$ cat config.mk
export PLATFORM = sky130hd
export DESIGN_NAME = button_debouncer
export DESIGN_NICKNAME = d
export VERILOG_FILES = /design/src/rtl/button_debouncer.sv
export SDC_FILE = /design/constraint.sdc
export NUM_CORES = 1
export LEC_CHECK = 0
export ABC_AREA = 1
export CAP_MARGIN = 40
export CORE_MARGIN = 2
export CORE_UTILIZATION = 65
export CTS_BUF_LIST = sky130_fd_sc_hd__clkbuf_4 sky130_fd_sc_hd__clkbuf_8
export CTS_CLUSTER_DIAMETER = 30
export CTS_CLUSTER_SIZE = 8
export DETAILED_ROUTE_END_ITERATION = 8
export GPL_TIMING_DRIVEN = 0
export PLACE_DENSITY = 0.83
export SETUP_SLACK_MARGIN = 0.1
export SYNTH_ARGS = -nofsm -noshare
export SYNTH_HDL_FRONTEND = slang
export SYNTH_SLANG_ARGS = --single-unit
$ cat constraint.sdc
create_clock -name CLK -period 3.55 [get_ports CLK]
set_input_delay 1.065 -clock CLK [delete_from_list [all_inputs] [get_ports CLK]]
set_output_delay 1.065 -clock CLK [all_outputs]
set_load 0.03 [all_outputs]
$ cat src/rtl/button_debouncer.sv
// Pushbutton debouncer: synchronizes a raw bouncing pin, accepts a level
// change only after N consecutive agreeing samples, and derives press,
// release, long-press pulses and a toggle level from the accepted level.
module button_debouncer #(
  parameter int N          = 120000,
  parameter int L          = 12000000,
  parameter bit ACTIVE_LOW = 1'b0
) (
  input  logic CLK,
  input  logic RSTN,
  input  logic BTN,
  output logic LEVEL,
  output logic PRESS,
  output logic RELEASE,
  output logic LONG,
  output logic TOGGLE
);

  localparam int CW = $clog2(N);
  localparam int HW = $clog2(L);
  localparam logic [CW-1:0] CNT_LAST  = CW'(N - 1);
  localparam logic [HW-1:0] HELD_LAST = HW'(L - 1);

  typedef enum logic [1:0] {
    RELEASED,
    PRESS_CHK,
    PRESSED,
    REL_CHK
  } state_t;

  logic          sync1, sync2;
  logic          s;
  state_t        state, state_n;
  logic [CW-1:0] cnt, cnt_n;
  logic [HW-1:0] held, held_n;
  logic          long_done, long_done_n;
  logic          level_n, press_n, release_n, long_n, toggle_n;

  // Two-flop synchronizer; resets to the idle pin level so no false press follows reset.
  always_ff @(posedge CLK or negedge RSTN) begin
    if (!RSTN) begin
      sync1 <= ACTIVE_LOW;
      sync2 <= ACTIVE_LOW;
    end else begin
      // NOTE: non-blocking assignments make both flops sample their inputs
      // from before the edge; blocking here would collapse the chain to one flop.
      sync1 <= BTN;
      sync2 <= sync1;
    end
  end

  // Normalised sample: 1 means pressed regardless of pin polarity.
  assign s = sync2 ^ ACTIVE_LOW;

  // State, counters and registered outputs.
  always_ff @(posedge CLK or negedge RSTN) begin
    if (!RSTN) begin
      state     <= RELEASED;
      cnt       <= '0;
      held      <= '0;
      long_done <= 1'b0;
      LEVEL     <= 1'b0;
      PRESS     <= 1'b0;
      RELEASE   <= 1'b0;
      LONG      <= 1'b0;
      TOGGLE    <= 1'b0;
    end else begin
      state     <= state_n;
      cnt       <= cnt_n;
      held      <= held_n;
      long_done <= long_done_n;
      LEVEL     <= level_n;
      PRESS     <= press_n;
      RELEASE   <= release_n;
      LONG      <= long_n;
      TOGGLE    <= toggle_n;
    end
  end

  // Next-state logic: debounce FSM plus long-press hold timer.
  always_comb begin
    // NOTE: every signal gets a default before any branch, so no path
    // leaves one unassigned and no latch is inferred.
    state_n     = state;
    cnt_n       = cnt;
    held_n      = held;
    long_done_n = long_done;
    level_n     = LEVEL;
    toggle_n    = TOGGLE;
    press_n     = 1'b0;
    release_n   = 1'b0;
    long_n      = 1'b0;

    unique case (state)
      RELEASED: begin
        if (s) begin
          state_n = PRESS_CHK;
          cnt_n   = CW'(1);
        end
      end
      PRESS_CHK: begin
        if (!s) begin
          state_n = RELEASED;
          cnt_n   = '0;
        end else if (cnt == CNT_LAST) begin
          state_n     = PRESSED;
          level_n     = 1'b1;
          press_n     = 1'b1;
          toggle_n    = ~TOGGLE;
          held_n      = '0;
          long_done_n = 1'b0;
          cnt_n       = '0;
        end else begin
          cnt_n = cnt + 1'b1;
        end
      end
      PRESSED: begin
        if (!s) begin
          state_n = REL_CHK;
          cnt_n   = CW'(1);
        end
      end
      REL_CHK: begin
        if (s) begin
          state_n = PRESSED;
          cnt_n   = '0;
        end else if (cnt == CNT_LAST) begin
          state_n   = RELEASED;
          level_n   = 1'b0;
          release_n = 1'b1;
          cnt_n     = '0;
        end else begin
          cnt_n = cnt + 1'b1;
        end
      end
      default: begin
        state_n = RELEASED;
        cnt_n   = '0;
      end
    endcase

    // Hold timer runs while the button counts as down; a release on the
    // same edge takes precedence over the long-press pulse.
    if ((state == PRESSED || state == REL_CHK) && !release_n) begin
      if (held != HELD_LAST) begin
        held_n = held + 1'b1;
      end else if (!long_done) begin
        long_n      = 1'b1;
        long_done_n = 1'b1;
      end
    end
  end

endmodule

### Word level (Yosys, flattened, before mapping)

Index checks and enable logic that the tools add are counted.

| word-level totals | value |
|---|---|
| flip-flop bits (word level) | 51 |
| input bits | 3 |
| output and inout bits | 5 |
| word-level logic and storage cells | 73 |

| cells by class | value |
|---|---|
| add/sub/neg operators | 2 |
| equal/unequal tests | 13 |
| muxes and demuxes | 37 |
| bitwise gates (word level) | 1 |
| reductions and logical operators | 9 |

Operators with widths:

| cell | number |
|---|---|
| 24-bit 2-to-1 mux | 5 |
| 17-bit 2-to-1 mux | 5 |
| 17-bit case mux with 4 select lines | 1 |
| 24-bit by 1-bit adder with 24-bit output (second input constant) | 1 |
| 24-bit inequality test (second input constant) | 1 |
| 1-bit 2-to-1 mux | 18 |
| 17-bit by 1-bit adder with 17-bit output (second input constant) | 1 |
| 17-bit equality test (second input constant) | 1 |
| 2-bit 2-to-1 mux | 6 |
| 2-bit inequality test (second input constant) | 6 |
| 2-bit case mux with 4 select lines | 1 |
| 3-bit inequality test (second input constant) | 2 |
| 5-bit AND reduction | 1 |
| 2-bit equality test (second input constant) | 2 |
| 4-bit AND reduction | 1 |
| 3-bit AND reduction | 1 |
| 2-bit by 1-bit equality test with 1-bit output (second input constant) | 1 |
| 2-bit zero test | 1 |
| 1-bit case mux with 2 select lines | 1 |
| 2-bit AND reduction | 1 |
| 2-bit nonzero test | 1 |
| 1-bit logical AND | 1 |
| 1-bit zero test | 1 |
| 1-bit logical OR | 1 |
| 1-bit inverter | 1 |

### Depth between registers and ports, before layout

Gate-level depths: netlist of run 1.

| depth | value |
|---|---|
| word-level depth | 7 |
| depth in mapped cells | 12 |
| mapped depth without buffers | 12 |

### Least setup slack after synthesis of run 1

OpenSTA, ideal clock, no wires.

| path | value |
|---|---|
| path kind | register -> register |
| from | register cnt[0] |
| to | register held[21] |
| library setup time | 0.122 ns |
| arrival | 1.462 ns |
| required time | 3.428 ns |
| path slack | 1.966 ns |
| cell stages (with the launch flop) | 11 |
| path buffers | 1 |
| period minus slack after synthesis | 1.584 ns |
| cell sequence | dfrtp_1 -> ha_1 -> nand2_2 -> nor2_4 -> inv_1 -> nor2_1 -> nand4_2 -> buf_6 -> nand2_1 -> nand2_1 -> a21boi_1 |

| on the way | value |
|---|---|
| longest elaborated chain between the ends | 7 |
| elaborated cells between the ends (all ways) | 11 |
| those cells by class | eq/ne: 1; mux: 8; reduce/logical: 2 |

RTL lines:

| element | RTL line | text |
|---|---|---|
| start, declared | 34 | `logic [CW-1:0] cnt, cnt_n;` |
| start signal, assigned | 69 | `cnt <= cnt_n;` |
| 17-bit equality test * | 105, 127 |  |
| 1-bit 2-to-1 mux | 127 | `end else if (cnt == CNT_LAST) begin` |
| 1-bit 2-to-1 mux | 124 | `if (s) begin` |
| 1-bit 2-to-1 mux | 94 | `unique case (state)` |
| 1-bit zero test | 144 | `if ((state == PRESSED \|\| state == REL_CHK) && !release_n) begin` |
| 1-bit logical AND | 144 |  |
| 24-bit 2-to-1 mux * | 144 |  |
| net held_n[21] | 35 | `logic [HW-1:0] held, held_n;` |
| end signal, assigned | 70 | `held <= held_n;` |
| end, declared | 35 |  |

Mark *: on every way through the listed nets, which the timed path passes. The rest lies on a longest branch.
A chain may end at the register's enable or synchronous reset.

### Final worst setup path of run 1

| path | value |
|---|---|
| from | register TOGGLE |
| to | output port TOGGLE |

RTL lines:

| element | RTL line | text |
|---|---|---|
| start, declared | 16 | `output logic TOGGLE` |
| start signal, assigned | 76 | `TOGGLE <= toggle_n;` |

No word-level cell between the ends.

==> results.py, run 1 <==
metrics = {
    "placement": {
        "dp.cells": 546,
        "dpl.hpwl_mm": 5.99,
        "place_ws_ns": 1.47,
        "routabilityCongestion": 0.999,
        "io_buffers": 7,
    },
    "min_path": {
        "hp-class": "reg2reg",
    },
    "sta": {
        "drv_slew": 0,
        "fmax_mhz": 411,
        "skew_ns": 0.00270,
        "setup_viol": 0,
        "setup_slack_ns": 1.12,
        "fin_crit_sh_pct": 68.6,
        "finalHoldViolCount": 0,
        "fin_crit_ns": 2.43,
        "worstMarginPinSlew_ns": 0.560,
        "rsz0062_at_grt": "false",
        "maxSlewHeadroom_pct": 62.7,
        "holdWs_ns": 0.372,
    },
    "finish": {
        "drive_above_1_share_pct": 9.92,
        "diodes": 0,
        "final_util_pct": 72.1,
        "final_cells": 554,
        "area_growth_syn_to_layout_pct": 8.57,
        "final_nets": 489,
        "final_cell_mix": "nand2_1 (156), nor2_1 (55), dfrtp_1 (51), inv_1 (46), nand3_1 (33)",
        "mostFrequentLayoutCell": "nand2_1",
    },
    "yosys": {
        "avgSynthCellArea_um2": 7.11,
        "syn_area_um2": 3330,
        "synthTopCellsByArea": "dfrtp_1 (38%), nand2_1 (18%), nor2_1 (6.2%)",
        "yosysWarnings": 0,
        "yosysSeqAreaShare_pct": 38.4,
        "synth.distinct_cells": 35,
        "synth_top_area_share_pct": 38.4,
        "yosysTopAreaCell": "dfrtp_1",
        "syn_inst": 468,
        "syn-num-nets": 474,
        "ys_ff_latch": 51,
    },
    "routing": {
        "first_iter_violations": 272,
        "drc": 0,
        "routedWlPerCell_um": 14.4,
        "num_vias": 3118,
        "drt-total-wl_mm": 7.99,
        "ant_nets": 0,
        "vias_per_cell": 5.63,
        "drtPass1Iterations": 5,
    },
    "global_routing": {
        "antenna_found_initial": 0,
        "grt_pass1_wl_mm": 12.9,
        "grt_max_degree": 29,
        "track_usage_pct": 30.2,
        "grt_pass1_vias": 2705,
        "grt-ovfl-total": 0,
    },
    "clocking": {
        "clock_sink_count": 51,
        "tritoncts": "yes",
        "post_cts_buffers": 0,
        "postCtsHoldBufs": 0,
        "clkTransAtPathRegs_ns": 0.09,
        "htree_num_levels": 2,
        "cts_root_buffer": "clkbuf_8",
        "cts_buffer_depth": 2,
        "cts_made_buffers": 5,
        "cts_resized": 0,
        "clk-insertion-delay-late_ns": 0.31,
    },
    "die": {
        "die-area_um2": 5710,
        "die_h_um": 75.5,
        "core_area_um2": 5010,
        "start_util_pct": 66.4,
        "die_w_um": 75.5,
        "boundaryPins": 8,
        "num_rows": 26,
    },
    "power_and_ir_drop": {
        "seqPwrFrac_pct": 56.7,
        "p_sw_mw": 0.237,
        "cell_internal_pwr_mw": 0.805,
        "vdd_ir_drop_max_mv": 0.242,
        "clkPwrFrac_pct": 39.7,
        "combPwrFrac_pct": 3.6,
        "p_leak_nw": 1.67,
        "switching_share_pct": 22.7,
        "power_density_nw_per_um2": 289,
        "totalPowerFinal_mw": 1.04,
    },
    "critical_path": {
        "cp_num_buf_inv": 1,
        "crit_arrival_ns": 1.37,
        "critical_path.top_delay_family": "buffers and inverters",
        "path_max_fanout": 2,
        "start_kind": "flop",
        "end_kind": "primary output",
        "worstPathCellList": "clkdlybuf4s50_1",
        "max_stage_delay_ns": 0.68,
        "worstPathRequired_ns": 2.48,
        "slowest_stage": "clkdlybuf4s50_1",
        "path_class": "reg2out",
    },
    "status": {
        "status": "complete, no violations",
    },
    "flow_run": {
        "cap_violations": 0,
    },
}
==> final timing paths <==
check	start	end	slack (ns)	cells after the start
max in group asynchronous	RSTN	held[1]	2.28	2
setup / recovery	TOGGLE	TOGGLE	1.12	1
hold reg to reg	sync1	s	0.37	0
min in group asynchronous	RSTN	cnt[5]	0.73	1
hold / removal	sync1	s	0.37	0
setup reg to reg	held[0]	held[8]	1.56	11
==> flip-flops by register name, indices dropped and copies added, names as in the netlist, named ones only <==
signal     cells
sync1          1
s              1
held          24
PRESS          1
cnt           17
LONG           1
TOGGLE         1
state          1
long_done      1
LEVEL          1
RELEASE        1
==> power by group through the flow <==
stage	Combinational (mW)	Sequential [mW]	Clock, mW
5_1_grt	0.0430	0.591	0.445
6_report	0.0372	0.591	0.414
2_1_floorplan	0.0166	0.600	0
4_1_cts	0.0376	0.591	0.418
3_3_place_gp	0.0344	0.602	0
3_5_place_dp	0.0378	0.602	0
==> synth_stat cells <==
cell and count:
nand3_1 33, nand2_4 1, o21ai_1 3, a41oi_1 4
nand4_1 12, buf_2 4, nor3_1 8, nand3_2 5
nor2_2 7, o21ai_0 20, buf_4 1, xor2_1 13
a31oi_1 2, a21oi_1 3, inv_1 46, nand2_2 3
nand4_2 1, nand2_1 156, nand3b_1 4, o31ai_1 3
buf_12 2, o21ai_2 1, ha_1 3, a21boi_1 3
nor2_4 3, inv_2 6, xnor2_1 4, nand4_4 1
inv_4 1, a22o_1 1, buf_6 2, dfrtp_1 51
o22ai_1 5, nor3b_1 1, nor2_1 55
==> metrics by stage <==
step                      cell area, um2  TNS, ns
after floorplan                     3330        0
after global placement              3480   -0.351
after detailed placement            3500        0
after CTS                           3610        0
after global routing                3610        0
final                               3610        0
==> area by class of cell <==
type	instances	area [um2]
Buffer	9	90.1
Clock buffer	5	68.8
Clock inverter	3	43.8
Fill cell	450	1400
Inverter	53	201
Multi-Input combinational cell	355	1760
Sequential cell	51	1280
Tap cell	70	87.6
Timing Repair Buffer	8	85.1
==> worst register-to-register path: stages (launching register included) <==
cell and delay (ns):
dfrtp_1 0.42, ha_1 0.27, nand3_2 0.12, inv_2 0.07
nand2_1 0.10, nor2_1 0.06, nand2_2 0.15, nand3_2 0.27
nand2_1 0.25, nand2_1 0.08, nand2_1 0.06, inv_1 0.03
==> kinds of logic (layout without fill, tap and decap cells) <==
kind of cell	after synthesis	count (layout)	share of synthesized area (%)
xor+xnor	17	17	4.48
fa+ha+maj	3	3	1.13
flops	51	51	38.4
compound gates	45	45	8.16
simple gates	290	290	39.1
buf+inv	62	78	8.76
==> routing by layer <==
layer	vias to the layer above	share of wire, %	track usage [%]
li1	1537	-	-
met3	14	6.9	5.03
met4	0	1.6	8.77
met2	121	43	43.0
met5	-	0	0
met1	1446	48	47.1
(Power assumes the default switching activity.)
==> inputs of run 2 (changes only) <==
--- a/config.mk
+++ b/config.mk
@@ -8,13 +8,13 @@
 export ABC_AREA = 1
 export CAP_MARGIN = 40
 export CORE_MARGIN = 2
-export CORE_UTILIZATION = 65
+export CORE_UTILIZATION = 58
 export CTS_BUF_LIST = sky130_fd_sc_hd__clkbuf_4 sky130_fd_sc_hd__clkbuf_8
 export CTS_CLUSTER_DIAMETER = 30
 export CTS_CLUSTER_SIZE = 8
 export DETAILED_ROUTE_END_ITERATION = 8
 export GPL_TIMING_DRIVEN = 0
-export PLACE_DENSITY = 0.83
+export PLACE_DENSITY = 0.78
 export SETUP_SLACK_MARGIN = 0.1
 export SYNTH_ARGS = -nofsm -noshare
 export SYNTH_HDL_FRONTEND = slang
==> constraint.sdc (replaced) <==
create_clock -name CLK -period 2.1 [get_ports CLK]
set_input_delay 0.63 -clock CLK [delete_from_list [all_inputs] [get_ports CLK]]
set_output_delay 0.63 -clock CLK [all_outputs]
set_load 0.03 [all_outputs]
==> run 2 against run 1 <==
Effect of this change: sequential power is 69% higher; flip-flop and latch count stayed put; critical path depth stayed put; critical endpoint is now LEVEL; wire length is 1.5% higher; clock skew is 0.012 ns higher; final area is 2.0% higher; setup slack worse by 0.97 ns; final cell count is 1.6% higher.
==> results.py, run 2 (synthesized netlist as in run 1, its figures left out) <==
metrics = {
    "status": {
        "status": "complete, no violations",
    },
    "critical_path": {
        "cp_num_buf_inv": 1,
        "path_max_fanout": 2,
        "slowest_stage": "clkdlybuf4s50_1",
        "critical_path.top_delay_family": "buffers and inverters",
        "worstPathRequired_ns": 1.47,
        "end_kind": "primary output",
        "max_stage_delay_ns": 0.67,
        "start_kind": "flop",
        "crit_arrival_ns": 1.32,
        "path_class": "reg2out",
        "worstPathCellList": "clkdlybuf4s50_1",
    },
    "die": {
        "die_w_um": 79.7,
        "die-area_um2": 6360,
        "start_util_pct": 60.4,
        "die_h_um": 79.7,
        "num_rows": 27,
        "core_area_um2": 5510,
        "boundaryPins": 8,
    },
    "global_routing": {
        "antenna_found_initial": 0,
        "grt_max_degree": 30,
        "grt_pass1_wl_mm": 13.7,
        "grt_pass1_vias": 2830,
        "grt-ovfl-total": 0,
        "track_usage_pct": 27.9,
    },
    "finish": {
        "largest_reg_flops": 24,
        "mostFrequentLayoutCell": "nand2_1",
        "top_regs": "held (24), cnt (17)",
        "final_area_um2": 3690,
        "diodes": 0,
        "drive_above_1_share_pct": 11.6,
        "area_growth_syn_to_layout_pct": 10.8,
        "max_flop_register": "held",
        "final_cell_mix": "nand2_1 (156), nor2_1 (55), dfrtp_1 (51), inv_1 (45), nand3_1 (33)",
        "final_nets": 496,
    },
    "power_and_ir_drop": {
        "vdd_ir_drop_max_mv": 0.309,
        "combPwrFrac_pct": 4.3,
        "p_sw_mw": 0.400,
        "cell_internal_pwr_mw": 1.28,
        "switching_share_pct": 23.8,
        "seqPwrFrac_pct": 59.3,
        "totalPowerFinal_mw": 1.68,
        "power_density_nw_per_um2": 456,
        "p_leak_nw": 1.71,
        "clkPwrFrac_pct": 36.4,
    },
    "sta": {
        "maxSlewHeadroom_pct": 62.6,
        "holdWs_ns": 0.297,
        "drv_slew": 0,
        "setup_viol": 0,
        "rsz0062_at_grt": "false",
        "skew_ns": 0.0149,
        "fin_crit_ns": 1.95,
        "setup_slack_ns": 0.150,
        "fin_crit_sh_pct": 92.9,
        "worstMarginPinSlew_ns": 0.561,
        "fmax_mhz": 513,
        "finalHoldViolCount": 0,
    },
    "routing": {
        "drc": 0,
        "drtPass1Iterations": 5,
        "vias_per_cell": 5.69,
        "drt-total-wl_mm": 8.11,
        "first_iter_violations": 246,
        "num_vias": 3205,
        "ant_nets": 0,
        "routedWlPerCell_um": 14.4,
    },
    "clocking": {
        "postCtsHoldBufs": 0,
        "clock_sink_count": 51,
        "cts_made_buffers": 5,
        "cts_root_buffer": "clkbuf_8",
        "clk-insertion-delay-late_ns": 0.31,
        "cts_buffer_depth": 2,
        "htree_num_levels": 2,
        "tritoncts": "yes",
        "clkTransAtPathRegs_ns": 0.10,
    },
    "min_path": {
        "hp-class": "in2async",
    },
    "placement": {
        "io_buffers": 7,
        "dpl.hpwl_mm": 5.95,
        "routabilityCongestion": 0.948,
        "place_ws_ns": 0.228,
        "dpl_cell_area_um2": 3500,
    },
    "flow_run": {
        "cap_violations": 0,
    },
}
[run 2: cell types whose count changed in the layout (fill, tap and decap cells not counted), sizes merged]
cell           previous run  this run
clkinv                    2         1
bufinv                    1         0
dlymetal6s2s              0         1
buf                      11        18
clkinvlp                  0         1
clkbuf                    5         6
clkdlybuf4s50             6         5
[run 2: per-layer routing]
| layer | global-route usage, % | vias up | share of wire (%) |
|---|---|---|---|
| met5 | 0 | - | 0 |
| met4 | 8.47 | 0 | 1.6 |
| met3 | 4.75 | 15 | 6.1 |
| met2 | 40.6 | 112 | 43 |
| met1 | 42.4 | 1524 | 49 |
| li1 | - | 1554 | - |
[run 2: power by group through the flow]
stage	Combinational, mW	Sequential [mW]	Clock, mW
finish	0.0724	0.997	0.612
global route	0.0837	0.999	0.668
CTS	0.0642	0.998	0.618
detailed placement	0.0643	1.02	0
global placement	0.0586	1.02	0
floorplan	0.0281	1.02	0
[run 2: layout make-up]
type	instances	area (um2)
Buffer	9	90.1
Clock buffer	6	82.6
Clock inverter	2	16.3
Fill cell	464	1820
Inverter	53	201
Multi-Input combinational cell	355	1780
Sequential cell	51	1280
Tap cell	72	90.1
Timing Repair Buffer	15	153
[run 2: stage by stage]
| step | util, % | std cells | TNS (ns) |
|---|---|---|---|
| global route | 66.9 | 563 | 0 |
| finish | 66.9 | 563 | 0 |
| floorplan | - | 468 | 0 |
| detailed placement | 63.6 | 548 | 0 |
| CTS | 65.4 | 556 | 0 |
| global placement | 63.3 | 547 | -56.68 |
[run 2: worst paths after layout]
check,start,slack (ns),to,cells after the start
min reg2reg,sync1,0.39,s,0
max in group asynchronous,RSTN,1.24,cnt[12],2
min in group CLK,sync1,0.39,s,0
max reg2reg,held[0],0.24,held[18],12
min,RSTN,0.30,cnt[2],1
max,LEVEL,0.15,LEVEL,1
[run 2: worst reg2reg max path: cells and delay by family, from the launching register on]
family | cells | cell delay, ns
adder cells (fa/ha/maj) | 1 | 0.25
AND/OR/NAND/NOR | 8 | 0.76
flip-flops | 1 | 0.41
buffers and inverters | 3 | 0.35
[run 2: timing repair]
| action | 4_1_cts | 5_1_grt |
|---|---|---|
| setup buffers | 0 | 7 |
| endpoints found under the setup margin | 0 | 17 |
| gates resized for setup | 0 | 5 |
==> inputs of run 3 (changes only) <==
--- a/config.mk
+++ b/config.mk
@@ -7,14 +7,16 @@
 export LEC_CHECK = 0
 export ABC_AREA = 1
 export CAP_MARGIN = 40
+export CELL_PAD_IN_SITES_DETAIL_PLACEMENT = 0
+export CELL_PAD_IN_SITES_GLOBAL_PLACEMENT = 1
 export CORE_MARGIN = 2
-export CORE_UTILIZATION = 58
+export CORE_UTILIZATION = 43
 export CTS_BUF_LIST = sky130_fd_sc_hd__clkbuf_4 sky130_fd_sc_hd__clkbuf_8
 export CTS_CLUSTER_DIAMETER = 30
 export CTS_CLUSTER_SIZE = 8
 export DETAILED_ROUTE_END_ITERATION = 8
 export GPL_TIMING_DRIVEN = 0
-export PLACE_DENSITY = 0.78
+export PLACE_DENSITY_LB_ADDON = 0.1
 export SETUP_SLACK_MARGIN = 0.1
 export SYNTH_ARGS = -nofsm -noshare
 export SYNTH_HDL_FRONTEND = slang
==> run 3 against run 2 <==
Effect of this change: first-iteration DRC count decreased by 23%; register-to-register slack got worse by 0.02 ns; utilization decreased by 18 points; sequential power about the same; combinational power decreased by 10%; sequential share of layout area decreased by 0.51 points; global-route usage decreased by 5.6 points; setup slack got worse by 0.011 ns; count of clock-buffer cells in the layout decreased by 1; fmax decreased by 0.57%; largest cell class unchanged; highest routed layer unchanged.
==> results.py, run 3 (synthesized netlist as in run 1, its figures left out) <==
metrics = {
    "critical_path": {
        "crit_arrival_ns": 1.33,
        "max_stage_delay_ns": 0.67,
        "start_kind": "flop",
        "slowest_stage": "clkdlybuf4s50_1",
        "r2r_end": "held[20]",
        "r2r_cells": 10,
        "worstPathCellList": "clkdlybuf4s50_1",
        "cp_num_buf_inv": 1,
        "worst-path-stages": 1,
        "end_kind": "primary output",
        "ff2ff_setup_slack_ns": 0.22,
        "crit_start": "RELEASE",
        "worstPathRequired_ns": 1.47,
        "crit_path_end": "RELEASE",
        "rr_startpoint": "cnt[0]",
        "path_max_fanout": 1,
        "critical_path.top_delay_family": "buffers and inverters",
        "path_class": "reg2out",
    },
    "finish": {
        "diodes": 0,
        "mostFrequentLayoutCell": "nand2_1",
        "top_regs": "held (24), cnt (17)",
        "max_flop_register": "held",
        "final_util_pct": 49.2,
        "drive_above_1_share_pct": 11.3,
        "final_area_um2": 3740,
        "area_growth_syn_to_layout_pct": 12.6,
        "num-fill-cells": 781,
        "final_nets": 493,
        "final_cells": 590,
        "final_cell_mix": "nand2_1 (156), nor2_1 (55), dfrtp_1 (50), inv_1 (45), nand3_1 (33)",
        "largest_reg_flops": 24,
    },
    "routing": {
        "routedWlPerCell_um": 14.9,
        "drtPass1Iterations": 4,
        "first_iter_violations": 190,
        "vias_per_cell": 5.14,
        "ant_nets": 0,
        "drt-total-wl_mm": 8.80,
        "drc": 0,
        "num_vias": 3030,
    },
    "status": {
        "status": "complete, no violations",
    },
    "clocking": {
        "htree_num_levels": 2,
        "postCtsHoldBufs": 0,
        "cts_root_buffer": "clkbuf_8",
        "tritoncts": "yes",
        "cts_buffer_depth": 2,
        "clkTransAtPathRegs_ns": 0.11,
        "clk-insertion-delay-late_ns": 0.32,
        "cts_made_buffers": 5,
        "clock_sink_count": 51,
    },
    "sta": {
        "fmax_mhz": 510,
        "fin_crit_ns": 1.96,
        "finalHoldViolCount": 0,
        "tns_ns": 0,
        "skew_ns": 0.0105,
        "holdWs_ns": 0.293,
        "setup_slack_ns": 0.139,
        "fin_crit_sh_pct": 93.4,
        "drv_slew": 0,
        "maxSlewHeadroom_pct": 62.1,
        "setup_viol": 0,
        "worstMarginPinSlew_ns": 0.569,
        "rsz0062_at_grt": "false",
    },
    "placement": {
        "place_ws_ns": 0.138,
        "routabilityCongestion": 0.911,
        "dp.cells": 578,
        "io_buffers": 7,
        "dpl_cell_area_um2": 3540,
        "dpl.hpwl_mm": 6.50,
    },
    "die": {
        "start_util_pct": 43.7,
        "die_w_um": 92.0,
        "num_rows": 32,
        "die_h_um": 92.0,
        "die-area_um2": 8460,
        "boundaryPins": 8,
        "core_area_um2": 7610,
    },
    "global_routing": {
        "grt_pass1_vias": 2850,
        "grt-ovfl-total": 0,
        "grt_max_degree": 29,
        "grt_pass1_wl_mm": 14.8,
        "antenna_found_initial": 0,
        "track_usage_pct": 22.3,
    },
    "power_and_ir_drop": {
        "p_leak_nw": 1.73,
        "vdd_ir_drop_max_mv": 0.309,
        "power_density_nw_per_um2": 479,
        "totalPowerFinal_mw": 1.79,
    },
    "flow_run": {
        "cap_violations": 0,
    },
    "min_path": {
        "hp-class": "in2async",
    },
}
## run 3: cell type report
class | instances | area, um2 | area share [%]
Clock inverter | 3 | 46.3 | 1.24
Multi-Input combinational cell | 355 | 1790 | 47.8
Tap cell | 102 | 128 | 3.41
Sequential cell | 51 | 1280 | 34.1
Inverter | 53 | 201 | 5.38
Clock buffer | 5 | 68.8 | 1.84
Timing Repair Buffer | 12 | 144 | 3.84
Buffer | 9 | 90.1 | 2.41
## run 3: how the worst min path moves through the flow
stage               slack [ns]  cells past startpoint  start       to
floorplan                 0.33                      0   RSTN    LEVEL
global placement          0.33                      0  sync1        s
detailed placement        0.35                      0  sync1        s
CTS                       0.30                      1   RSTN  cnt[13]
global route              0.34                      1   RSTN  cnt[13]
finish                    0.29                      1   RSTN   cnt[0]
## run 3: layer usage
| metal | track usage (%) | vias up | share of wire [%] |
|---|---|---|---|
| met5 | 0 | - | 0 |
| met3 | 3.12 | 10 | 3.3 |
| li1 | - | 1545 | - |
| met2 | 32.6 | 63 | 42 |
| met4 | 5.35 | 0 | 1.1 |
| met1 | 34.8 | 1412 | 54 |
## run 3: what timing repair did
| action | 4_1_cts | 5_1_grt |
|---|---|---|
| pin swaps | 0 | 3 |
| buffers inserted | 0 | 4 |
| setup endpoints to repair | 1 | 31 |
| gates resized for setup | 1 | 9 |
## run 3: worst register-to-register path, stage by stage (launching register included)
cell	delay, ns
dfrtp_2	0.45
ha_1	0.22
nand2_2	0.10
nor2_4	0.17
inv_1	0.09
nor2_1	0.13
nand4_2	0.18
buf_6	0.22
nand2_1	0.06
nand2_1	0.04
a21boi_1	0.11
## run 3: power by group
group	switching [mW]	leakage, nW	internal (mW)
Clock	0.368	0.0548	0.360
Combinational	0.0470	0.976	0.0178
Sequential	0.0108	0.702	0.989
Total	0.426	1.73	1.37
